**src/rtl/rv_mem_arbiter.sv**
```systemverilog
// Two-master round-robin arbiter for the picorv32 native memory bus.
// A grant is held for the whole transfer, with an idle cycle between transfers and a watchdog.
module rv_mem_arbiter #(
    parameter int          TIMEOUT_CYCLES = 255,
    parameter logic [31:0] TIMEOUT_RDATA  = 32'hDEAD_BEEF
) (
    input  logic        clk,
    input  logic        resetn,
    input  logic        m0_valid,
    input  logic        m0_instr,
    input  logic [31:0] m0_addr,
    input  logic [31:0] m0_wdata,
    input  logic [3:0]  m0_wstrb,
    output logic        m0_ready,
    output logic [31:0] m0_rdata,
    input  logic        m1_valid,
    input  logic        m1_instr,
    input  logic [31:0] m1_addr,
    input  logic [31:0] m1_wdata,
    input  logic [3:0]  m1_wstrb,
    output logic        m1_ready,
    output logic [31:0] m1_rdata,
    output logic        s_valid,
    output logic        s_instr,
    output logic [31:0] s_addr,
    output logic [31:0] s_wdata,
    output logic [3:0]  s_wstrb,
    input  logic        s_ready,
    input  logic [31:0] s_rdata,
    output logic        busy,
    output logic        grant,
    output logic        timeout_err
);

    localparam int CNT_W = (TIMEOUT_CYCLES > 0) ? $clog2(TIMEOUT_CYCLES + 1) : 1;
    localparam logic [CNT_W-1:0] CNT_LAST = CNT_W'(TIMEOUT_CYCLES - 1);
    localparam logic [CNT_W-1:0] CNT_MAX  = '1;

    typedef enum logic {IDLE, BUSY} state_t;

    state_t           state, state_nxt;
    logic             grant_q, grant_nxt;
    logic             prio_q, prio_nxt;
    logic [CNT_W-1:0] wd_cnt;

    logic        g_valid, g_instr;
    logic [31:0] g_addr, g_wdata;
    logic [3:0]  g_wstrb;
    logic        wd_expire;
    logic        done;
    logic        tmo;
    logic [31:0] done_rdata;

    assign g_valid = grant_q ? m1_valid : m0_valid;
    assign g_instr = grant_q ? m1_instr : m0_instr;
    assign g_addr  = grant_q ? m1_addr  : m0_addr;
    assign g_wdata = grant_q ? m1_wdata : m0_wdata;
    assign g_wstrb = grant_q ? m1_wstrb : m0_wstrb;

    assign wd_expire = (TIMEOUT_CYCLES != 0) && (wd_cnt == CNT_LAST);

    // NOTE: every signal driven here gets a default first so no path can infer a latch.
    always_comb begin
        state_nxt = state;
        grant_nxt = grant_q;
        prio_nxt  = prio_q;
        s_valid   = 1'b0;
        s_instr   = 1'b0;
        s_addr    = '0;
        s_wdata   = '0;
        s_wstrb   = '0;
        busy      = 1'b0;
        done      = 1'b0;
        tmo       = 1'b0;
        case (state)
            IDLE: begin
                if (m0_valid || m1_valid) begin
                    grant_nxt = (m0_valid && m1_valid) ? prio_q : m1_valid;
                    state_nxt = BUSY;
                end
            end
            BUSY: begin
                busy    = 1'b1;
                s_valid = g_valid;
                s_instr = g_instr;
                s_addr  = g_addr;
                s_wdata = g_wdata;
                s_wstrb = g_wstrb;
                // A slave completion beats both an abort and the watchdog.
                if (s_ready) begin
                    done      = 1'b1;
                    state_nxt = IDLE;
                    prio_nxt  = ~grant_q;
                end else if (!g_valid) begin
                    state_nxt = IDLE;
                end else if (wd_expire) begin
                    done      = 1'b1;
                    tmo       = 1'b1;
                    state_nxt = IDLE;
                    prio_nxt  = ~grant_q;
                end
            end
            default: state_nxt = IDLE;
        endcase
    end

    assign done_rdata  = s_ready ? s_rdata : TIMEOUT_RDATA;
    assign m0_ready    = done && !grant_q;
    assign m1_ready    = done &&  grant_q;
    assign m0_rdata    = m0_ready ? done_rdata : '0;
    assign m1_rdata    = m1_ready ? done_rdata : '0;
    assign timeout_err = tmo;
    assign grant       = grant_q;

    // NOTE: state registers use non-blocking assignments so every flop samples pre-edge values.
    always_ff @(posedge clk) begin
        if (!resetn) begin
            state   <= IDLE;
            grant_q <= 1'b0;
            prio_q  <= 1'b0;
            wd_cnt  <= '0;
        end else begin
            state   <= state_nxt;
            grant_q <= grant_nxt;
            prio_q  <= prio_nxt;
            if (state == IDLE)
                wd_cnt <= '0;
            else if (!s_ready && wd_cnt != CNT_MAX)
                wd_cnt <= wd_cnt + 1'b1;
        end
    end

endmodule

```
**config.mk**
```make
export PLATFORM = sky130hd
export DESIGN_NAME = rv_mem_arbiter
export DESIGN_NICKNAME = d
export VERILOG_FILES = /design/src/rtl/rv_mem_arbiter.sv
export SDC_FILE = /design/constraint.sdc
export NUM_CORES = 1
export LEC_CHECK = 0
export BUFFER_PORTS_ARGS = -buffer_cell sky130_fd_sc_hd__buf_2
export CAP_MARGIN = 20
export CORE_AREA = 10 10 114 116
export DETAILED_ROUTE_END_ITERATION = 8
export DIE_AREA = 0 0 124 126
export PLACE_DENSITY = 0.73
export SLEW_MARGIN = 20
export SYNTH_ARGS = -nofsm -noshare
export SYNTH_HDL_FRONTEND = slang
export SYNTH_SLANG_ARGS = --single-unit
```
**constraint.sdc**
```tcl
create_clock -name clk -period 1.8 [get_ports clk]
set_clock_uncertainty 0.2 [all_clocks]
set_input_delay 0.45 -clock clk [delete_from_list [all_inputs] [get_ports clk]]
set_output_delay 0.45 -clock clk [all_outputs]
set_load 0.01 [all_outputs]
```
==> out/metrics.yaml, run 1 <==
run_status:
  status: "complete, but fails checks"
  violations: "setup timing"
setup_path:
  cp_slowest_cell: "dfxtp_2"
  arrival_ns: 1.65
  worstPathCellList: "inv_2, ha_4, and3_4, nand4b_4, clkbuf_16, a21oi_2, buf_2"
  crit_type: "flop to output port"
  cp_max_fo: 7
  endpoint_kind: "output port"
  crit_path_start_kind: "flop"
  cpPeakStageDelay_ns: 0.32
  worstPathRequired_ns: 1.15
clock_network:
  cts_buffer_depth: 2
  cts-htree-levels: 1
  root_buffer: "clkbuf_8"
  clk_pin_slew_ns: 0.06
  cts_tree: "yes"
  clkLatencyLatePin_ns: 0.24
  hold_buffers: 0
  cts_sinks: 11
  cts_buffers: 3
finish:
  drive_gt1_share_pct: 69.6
  diodes: 0
  num-fill-cells: 919
  nets: 891
  multi_input_area_um2: 2490
  regArea_um2: 226
  final_util_pct: 54.2
  area_delta_synth_final_pct: 142
synth:
  synth-seq-cells: 11
  synth_nets: 530
  yosys_warnings: 0
  synthFlopType: "dfxtp_1"
  ys_async_sr_fraction_pct: 0
  yosys-top-cells-area: "mux2i_1, nor2_1, a21oi_2, dfxtp_1, nand2_1"
  yosys.area.top_type_share_pct: 30.9
  syn-mean-instance-area_um2: 6.78
  seq_area_frac_synth_pct: 9.20
  synth_edf_count: 0
  ys_types: 35
  syn_area_um2: 2390
  synth_largest_area_cell: "mux2i_1"
  syn_inst: 353
global_route:
  antenna_found_initial: 1
  track_usage_pct: 17.3
  grt.busiest_layer: "met2"
  grt_max_degree: 21
  grt_util_met3_pct: 5.27
  overflow: 0
  grt_pass1_vias: 4184
  gr-usage-met1_pct: 17.8
  grt_use_met2_pct: 32.6
  grt_pass1_wl_mm: 21.9
placed_design:
  globalplace.congestion: 0.874
  io_buffer_count: 313
  dp_hpwl_mm: 12.0
detailed_routing:
  first_pass_iters: 5
  antenna_left: 0
  wl_per_cell_um: 18.5
  drtIter0Drc: 211
  route.detailed.drc: 0
  finalWirelength_mm: 15.8
  detail_route.vias_per_cell: 4.67
  vias: 3986
min_path:
  hp-class: "flop to flop"
floorplan:
  start_util_pct: 22.4
  ios: 314
  fp-row-count: 38
  die_x_um: 124
  core_um2: 10700
  fp.dieH_um: 126
  design.die.area_um2: 15600
sta:
  fmax_ghz: 0.434
  relSlewSlack_pct: 76.9
  period_share_pct: 128
  tns_ns: -40.42
  period_needed_ns: 2.30
  hold_viol_final: 0
  finalHoldWorstSlack_ns: 0.295
  final-max-slew-violation-count: 0
  rsz0062_at_grt: "yes"
  fin_ws_ns: -0.503
  worst_slew_pin_slew_ns: 0.347
  finalSetupViolCount: 138
flow_run:
  cap_violations: 0
power:
  powerDensity_nw_per_um2: 317
  peakVddDrop_mv: 0.217
  p_leak_nw: 2.81
[cells in the final DEF, fill, tap and decap left out, types with 5 or more instances in the layout]
cell and n:
buf_8 8, a21oi_2 28, buf_6 48, a21oi_4 20, buf_2 278, nand2_2 6
buf_12 20, nor2_1 73, nor2_4 12, buf_4 31, nor2_2 5, dfxtp_1 8
nand2_1 38, mux2i_1 61, mux2i_2 10
[synthesized netlist by cell type (3+ instances only)]
master and instances:
a21oi_1 24, a31oi_1 4, a21oi_2 27, nand2_1 45, a211oi_1 3, nor2b_1 3, dfxtp_1 11, nand2b_1 4
and3_1 3, mux2i_1 74, inv_1 3, buf_6 6, nor2_1 90, clkbuf_1 12, buf_2 15, o21ai_0 3
[cell families (layout without fill, tap and decap cells)]
family | Yosys count | count (layout) | share of synthesized area, %
AND/OR/NAND/NOR | 160 | 160 | 30.2
multiplexers | 74 | 74 | 30.9
AO/OA/AOI/OAI | 67 | 67 | 19.8
buffers and inverters | 39 | 399 | 8.78
flip-flops | 11 | 11 | 9.20
adder cells (fa/ha/maj) | 2 | 2 | 1.05
[per-stage QoR]
stage	area [µm²]	instances	setup slack (ns)	power (mW)
after floorplan	2630	353	-0.146	0.773
after global placement	4700	820	-0.366	1.29
after detailed placement	4700	820	-0.383	1.30
after CTS	5520	853	-0.467	1.79
after global routing	5790	853	-0.574	1.95
final	5790	853	-0.503	1.84
[repair_timing]
item / 4_1_cts / 5_1_grt
setup endpoints to repair: 137 / 139
setup buffers: 19 / 9
pin swaps: 9 / 21
resized for setup: 71 / 82
gates cloned: 10 / 3
[worst paths after layout]
check	start	to	slack, ns	depth (start not counted)
worst max-delay path	wd_cnt[0]	m0_rdata[9]	-0.50	7
worst min register to register	prio_q	prio_q	0.30	2
worst max register to register	wd_cnt[1]	wd_cnt[5]	0.05	5
worst min-delay path	prio_q	prio_q	0.30	2
[layout make-up]
type	count	area share, %
Clock buffer	4	0.777
Inverter	4	0.259
Multi-Input combinational cell	303	43.0
Sequential cell	11	3.91
Tap cell	140	3.02
Timing Repair Buffer	391	49.1
[critical path, delay by kind of cell (launching register included)]
family	cells	cell delay, ns
AOI/OAI and AO/OA	1	0.13
adders and majority gates	1	0.13
buffers and inverters	3	0.43
DFF	1	0.32
and+or+nand+nor	2	0.40
[power breakdown]
group,switching (mW),internal (mW)
Clock,0.0974,0.156
Combinational,0.647,0.678
Sequential,0.00793,0.251
[layer usage]
| layer | routed length (µm) | up-vias |
|---|---|---|
| li1 | - | 1938 |
| met3 | 1590 | 20 |
| met4 | 214 | 0 |
| met5 | 0 | - |
| met1 | 5520 | 1829 |
| met2 | 8490 | 199 |
[state kept, by name, indices dropped and copies added, names as in the netlist]
| signal | flops |
|---|---|
| state | 1 |
| wd_cnt | 8 |
| prio_q | 1 |
| grant | 1 |
Power figures use the tool's default switching activity.
==> run 2, diff against run 1 <==
--- a/config.mk
+++ b/config.mk
@@ -5,12 +5,13 @@
 export SDC_FILE = /design/constraint.sdc
 export NUM_CORES = 1
 export LEC_CHECK = 0
+export ABC_AREA = 1
 export BUFFER_PORTS_ARGS = -buffer_cell sky130_fd_sc_hd__buf_2
 export CAP_MARGIN = 20
-export CORE_AREA = 10 10 114 116
+export CORE_AREA = 10 10 115 117
 export DETAILED_ROUTE_END_ITERATION = 8
-export DIE_AREA = 0 0 124 126
-export PLACE_DENSITY = 0.73
+export DIE_AREA = 0 0 125 127
+export PLACE_DENSITY = 0.71
 export SLEW_MARGIN = 20
 export SYNTH_ARGS = -nofsm -noshare
 export SYNTH_HDL_FRONTEND = slang
==> out/metrics.yaml, run 2 <==
floorplan:
  core_um2: 11100  # +4.0%
  fp-row-count: 39  # +2.6%
  start_util_pct: 20.7  # -1.6 points
  die_x_um: 125  # +0.81%
  design.die.area_um2: 15900  # +1.6%
  ios: 314  # unchanged
  fp.dieH_um: 127  # +0.79%
global_route:
  overflow: 0  # unchanged
  grt_pass1_vias: 4660  # +11%
  grt_pass1_wl_mm: 26.3  # +20%
  grt_max_degree: 25  # +19%
  track_usage_pct: 19.9  # +2.7 points
  antenna_found_initial: 0  # -1
setup_path:
  worstPathRequired_ns: 1.15  # about the same
  endpoint_kind: "output port"
  crit_path_start_kind: "flop"
  arrival_ns: 1.67  # +0.02 ns
  crit_type: "flop to output port"
  cp_max_fo: 6  # -1
sta:
  worst_slew_pin_slew_ns: 0.226  # -0.120 ns
  final-max-slew-violation-count: 0  # unchanged
  period_share_pct: 129  # +1.1 points
  fin_ws_ns: -0.522  # -0.0193 ns
  period_needed_ns: 2.32  # +0.0193 ns
  relSlewSlack_pct: 84.8  # +7.9 points
  finalSetupViolCount: 138  # unchanged
  tns_ns: -47.47  # -7.05 ns
  rsz0062_at_grt: "yes"
  hold_viol_final: 0  # unchanged
  finalHoldWorstSlack_ns: 0.259  # -0.0366 ns
  fmax_ghz: 0.431  # -0.83%
run_status:
  violations: "setup timing"
  status: "complete, but fails checks"
finish:
  num-fill-cells: 928  # +0.98%
  diodes: 0  # unchanged
  design_area_um2: 6660  # +15%
  regMostFlops: "wd_cnt"
  nets: 1005  # +13%
  layout_commonest_cell: "buf_2"
  mostFrequentLayoutCells: "buf_2, nor2_1, buf_6"
  drive_gt1_share_pct: 70.0  # +0.45 points
  final_util_pct: 59.9  # +5.7 points
  largest_reg_flops: 8  # unchanged
  area_delta_synth_final_pct: 189
  instances_no_fill: 970  # +14%
synth:
  synthFlopType: "dfxtp_1"
  yosys-top-cells-area: "nor2_1, o21ai_0, dfxtp_1, inv_1, a21oi_2"
  syn-mean-instance-area_um2: 5.12  # -24%
  ys_types: 26  # -26%
  syn_inst: 450  # +27%
  seq_area_frac_synth_pct: 9.55  # +0.35 points
  synth_nets: 627  # +18%
  synth-seq-cells: 11  # unchanged
  synth_common_cells: "nor2_1, o21ai_0, inv_1"
  ys_async_sr_fraction_pct: 0  # unchanged
  synth_largest_area_cell: "nor2_1"
  synth_edf_count: 0  # unchanged
  yosysMostFrequentCell: "nor2_1"
  yosys.area.top_type_share_pct: 25.1  # -5.9 points
  syn_area_um2: 2310  # -3.7%
  yosys_warnings: 0  # unchanged
detailed_routing:
  route.detailed.drc: 0  # unchanged
  detail_route.vias_per_cell: 4.67  # -0.15%
  first_pass_iters: 4  # -1
  vias: 4526  # +14%
  finalWirelength_mm: 18.0  # +14%
  antenna_left: 0  # unchanged
  wl_per_cell_um: 18.5  # -0.10%
  drtIter0Drc: 176  # -17%
power:
  p_leak_nw: 3.47  # +23%
  power_mw: 2.31  # +26%
  powerDensity_nw_per_um2: 347  # +9.5%
  peakVddDrop_mv: 0.418  # +93%
clock_network:
  cts_buffers: 3  # unchanged
  cts_buffer_depth: 2  # unchanged
  clk_pin_slew_ns: 0.05  # about the same
  cts_sinks: 11  # unchanged
  clkLatencyLatePin_ns: 0.25  # about the same
  root_buffer: "clkbuf_16"
  hold_buffers: 0  # unchanged
  cts_tree: "yes"
  cts-htree-levels: 1  # unchanged
placed_design:
  dpl_cell_area_um2: 4630  # -1.4%
  dp_slack_ns: -0.322  # +0.0608 ns
  io_buffer_count: 313  # unchanged
  dp.cells: 915  # +12%
  dp_hpwl_mm: 12.0  # +0.57%
  globalplace.congestion: 0.852  # -2.5%
min_path:
  hp-class: "input pin to flop"
flow_run:
  cap_violations: 0  # unchanged
-- run 2: cell count changes after synthesis, moves of 4 or more --
cell      delta
nand2b_1     -4
buf_2        -4
nand3_1      +5
inv_1       +50
nand2_2      +4
clkbuf_1     +8
o21ai_0     +68
nand4_1     +16
mux2i_1     -74
nand2_1     -20
a21oi_1      +9
a21oi_2      -6
nor2_1      +64
a31oi_1      -4
-- run 2: critical path, stage by stage (launching register included) --
cell and delay [ns]:
dfxtp_2 0.32, inv_2 0.07, ha_4 0.13, inv_2 0.03, nor2_2 0.09, nand2_2 0.09, nand2_4 0.10, nand3_4 0.15
buf_12 0.19, a21oi_2 0.11, buf_2 0.16
-- run 2: cells by family (layout without fill, tap and decap cells) --
group / count (synthesis) / after routing / share of synthesized area (%)
adder cells (fa/ha/maj): 2 / 2 / 1.09
AND/OR/NAND/NOR: 214 / 214 / 39.7
flip-flops: 11 / 11 / 9.55
XOR/XNOR: 3 / 3 / 1.14
buffers and inverters: 94 / 471 / 17.6
AO/OA/AOI/OAI: 126 / 126 / 30.9
-- run 2: layout make-up --
class	count	area, µm²	area share (%)
clock buffers	4	78.8	1.18
inverters	57	224	3.36
multi-input cells	345	2540	38.1
flip-flops and latches	11	230	3.46
well taps	143	179	2.69
repair buffers	410	3410	51.2
-- run 2: final timing paths --
kind	start	endpoint	slack, ns	cells past startpoint
worst min-delay path	resetn	prio_q	0.26	3
worst max-delay path	wd_cnt[0]	m0_rdata[25]	-0.52	10
worst min register to register	prio_q	prio_q	0.33	2
worst max register to register	wd_cnt[1]	wd_cnt[0]	0.18	9
-- run 2: layer usage --
layer / routed length (µm) / GRT usage, % / share of wire [%]
met1: 6190 / 21.4 / 34
met2: 10100 / 39.4 / 56
met3: 1320 / 3.85 / 7.3
met4: 333 / 3.73 / 1.9
met5: 0 / 0 / 0
-- run 2: power breakdown --
| part | internal [mW] | switching (mW) |
|---|---|---|
| clock | 0.299 | 0.123 |
| combinational | 0.829 | 0.802 |
| sequential | 0.251 | 0.00827 |
| total | 1.38 | 0.933 |
-- run 2: repair_timing --
action / CTS / global route
setup endpoints to repair: 137 / 144
pin swaps: 73 / 53
setup buffers: 24 / 16
gates cloned: 19 / 3
gates resized for setup: 256 / 86
==> run 3, diff against run 2 <==
--- a/config.mk
+++ b/config.mk
@@ -8,10 +8,10 @@
 export ABC_AREA = 1
 export BUFFER_PORTS_ARGS = -buffer_cell sky130_fd_sc_hd__buf_2
 export CAP_MARGIN = 20
-export CORE_AREA = 10 10 115 117
+export CORE_AREA = 2 2 123 125
 export DETAILED_ROUTE_END_ITERATION = 8
 export DIE_AREA = 0 0 125 127
-export PLACE_DENSITY = 0.71
+export PLACE_DENSITY = 0.59
 export SLEW_MARGIN = 20
 export SYNTH_ARGS = -nofsm -noshare
 export SYNTH_HDL_FRONTEND = slang
==> out/metrics.yaml, run 3 (same netlist as run 2, synthesis figures left out) <==
floorplan:
  start_util_pct: 16.0  # -4.7 points
  core_um2: 14400  # +30%
  fp.dieH_um: 127  # unchanged
  fp-row-count: 44  # +13%
  design.die.area_um2: 15900  # unchanged
  ios: 314  # unchanged
  die_x_um: 125  # unchanged
placed_design:
  dp_slack_ns: -0.369  # -0.0470 ns
  dp_hpwl_mm: 9.59  # -20%
  globalplace.congestion: 0.835  # -1.9%
  io_buffer_count: 313  # unchanged
finish:
  mostFrequentLayoutCells: "buf_2, nor2_1, o21ai_2"
  diodes: 0  # unchanged
  regMostFlops: "wd_cnt"
  nets: 988  # -1.7%
  largest_reg_flops: 8  # unchanged
  final_util_pct: 44.4  # -15 points
  drive_gt1_share_pct: 69.9  # -0.14 points
  layout_commonest_cell: "buf_2"
  area_delta_synth_final_pct: 178
clock_network:
  clk_pin_slew_ns: 0.04  # about the same
  cts_sinks: 11  # unchanged
  root_buffer: "clkbuf_16"
  cts-htree-levels: 1  # unchanged
  cts_tree: "yes"
  cts_buffers: 3  # unchanged
  hold_buffers: 0  # unchanged
  clkLatencyLatePin_ns: 0.24  # about the same
  cts_buffer_depth: 2  # unchanged
detailed_routing:
  wl_per_cell_um: 15.4  # -17%
  antenna_left: 0  # unchanged
  route.detailed.drc: 0  # unchanged
  drtIter0Drc: 191  # +8.5%
  vias: 4378  # -3.3%
  first_pass_iters: 5  # +1
  detail_route.vias_per_cell: 4.40  # -5.6%
  finalWirelength_mm: 15.3  # -15%
sta:
  finalSetupViolCount: 137  # -0.72%
  worst_slew_pin_slew_ns: 0.267  # +0.0410 ns
  final-max-slew-violation-count: 0  # unchanged
  fin_ws_ns: -0.482  # +0.0406 ns
  relSlewSlack_pct: 82.2  # -2.6 points
  fmax_ghz: 0.438  # +1.8%
  rsz0062_at_grt: "yes"
  hold_viol_final: 0  # unchanged
  period_needed_ns: 2.28  # -0.0406 ns
  period_share_pct: 127  # -2.3 points
global_route:
  antenna_found_initial: 0  # unchanged
  grt_max_degree: 37  # +48%
  track_usage_pct: 16.7  # -3.3 points
  grt_pass1_vias: 4312  # -7.5%
  overflow: 0  # unchanged
  grt_pass1_wl_mm: 21.9  # -17%
setup_path:
  r2r-start: "wd_cnt[1]"
  crit_path_start_kind: "flop"
  worstPathRequired_ns: 1.15  # about the same
  crit_type: "flop to output port"
  crit_start: "wd_cnt[0]"
  arrival_ns: 1.63  # -0.04 ns
  cp_max_fo: 6  # unchanged
  endpoint_kind: "output port"
  ff2ff_path_depth: 9  # unchanged
run_status:
  status: "complete, but fails checks"
  violations: "setup timing"
min_path:
  hp-class: "input pin to flop"
  worstHoldStart: "resetn"
  hold_path_depth: 3  # unchanged
power:
  powerDensity_nw_per_um2: 341  # -1.6%
  peakVddDrop_mv: 0.673  # +61%
  p_leak_nw: 3.35  # -3.3%
flow_run:
  cap_violations: 0  # unchanged
## run 3: cell types whose count changed in the layout (fill, tap and decap cells not counted), sizes merged
cell and change:
clkbuf +3, buf -20
## run 3: path summary, 6_finish.rpt
check,to,slack (ns)
max,m0_rdata[7],-0.48
min,prio_q,0.27
max reg2reg,wd_cnt[0],0.05
min reg2reg,prio_q,0.32
## run 3: timing repair
item | 4_1_cts | 5_1_grt
pin swaps | 78 | 39
resized for setup | 241 | 70
gates cloned | 16 | 6
endpoints found under the setup margin | 138 | 144
setup buffers | 23 | 8
## run 3: cell type report
class                   count  area, µm²
inverters                  57        219
multi-input cells         345       2560
repair buffers            393       3090
fillers                  1410       8020
clock buffers               4       78.8
flip-flops and latches     11        230
well taps                 184        230
## run 3: worst max-delay path, stage by stage, from the launching register on
cell and delay [ns]:
dfxtp_2 0.31, inv_2 0.07, ha_4 0.13, inv_2 0.04, nor2_4 0.08, nand2_2 0.08, nand2_4 0.09, nand3_4 0.13
buf_6 0.18, a21oi_4 0.12, buf_2 0.16
## run 3: metal layers
layer	vias up	part of all wire [%]	wire length, µm	GRT usage [%]
li1	2171	-	-	-
met1	2019	38	5830	19.3
met2	166	55	8330	31.9
met3	22	5.3	808	2.97
met4	0	2.0	299	3.92
met5	-	0	0	0
## run 3: metrics by stage
stage               TNS [ns]  hold WS [ns]  cell area [µm²]  std cells  total power, mW
floorplan              -2.57         0.252             2650        450            0.732
global placement      -15.56         0.311             4650        948             1.21
detailed placement    -16.95         0.311             4650        948             1.21
CTS                   -40.51         0.269             6070        991             2.10
global route          -47.18         0.286             6410        994             2.30
finish                -38.48         0.275             6410        994             2.19
## run 3: power by group
group	switching, mW	leakage, nW	internal, mW
clock network	0.121	0.0382	0.298
registers	0.00785	0.0915	0.251
logic	0.769	3.22	0.742
total	0.897	3.35	1.29
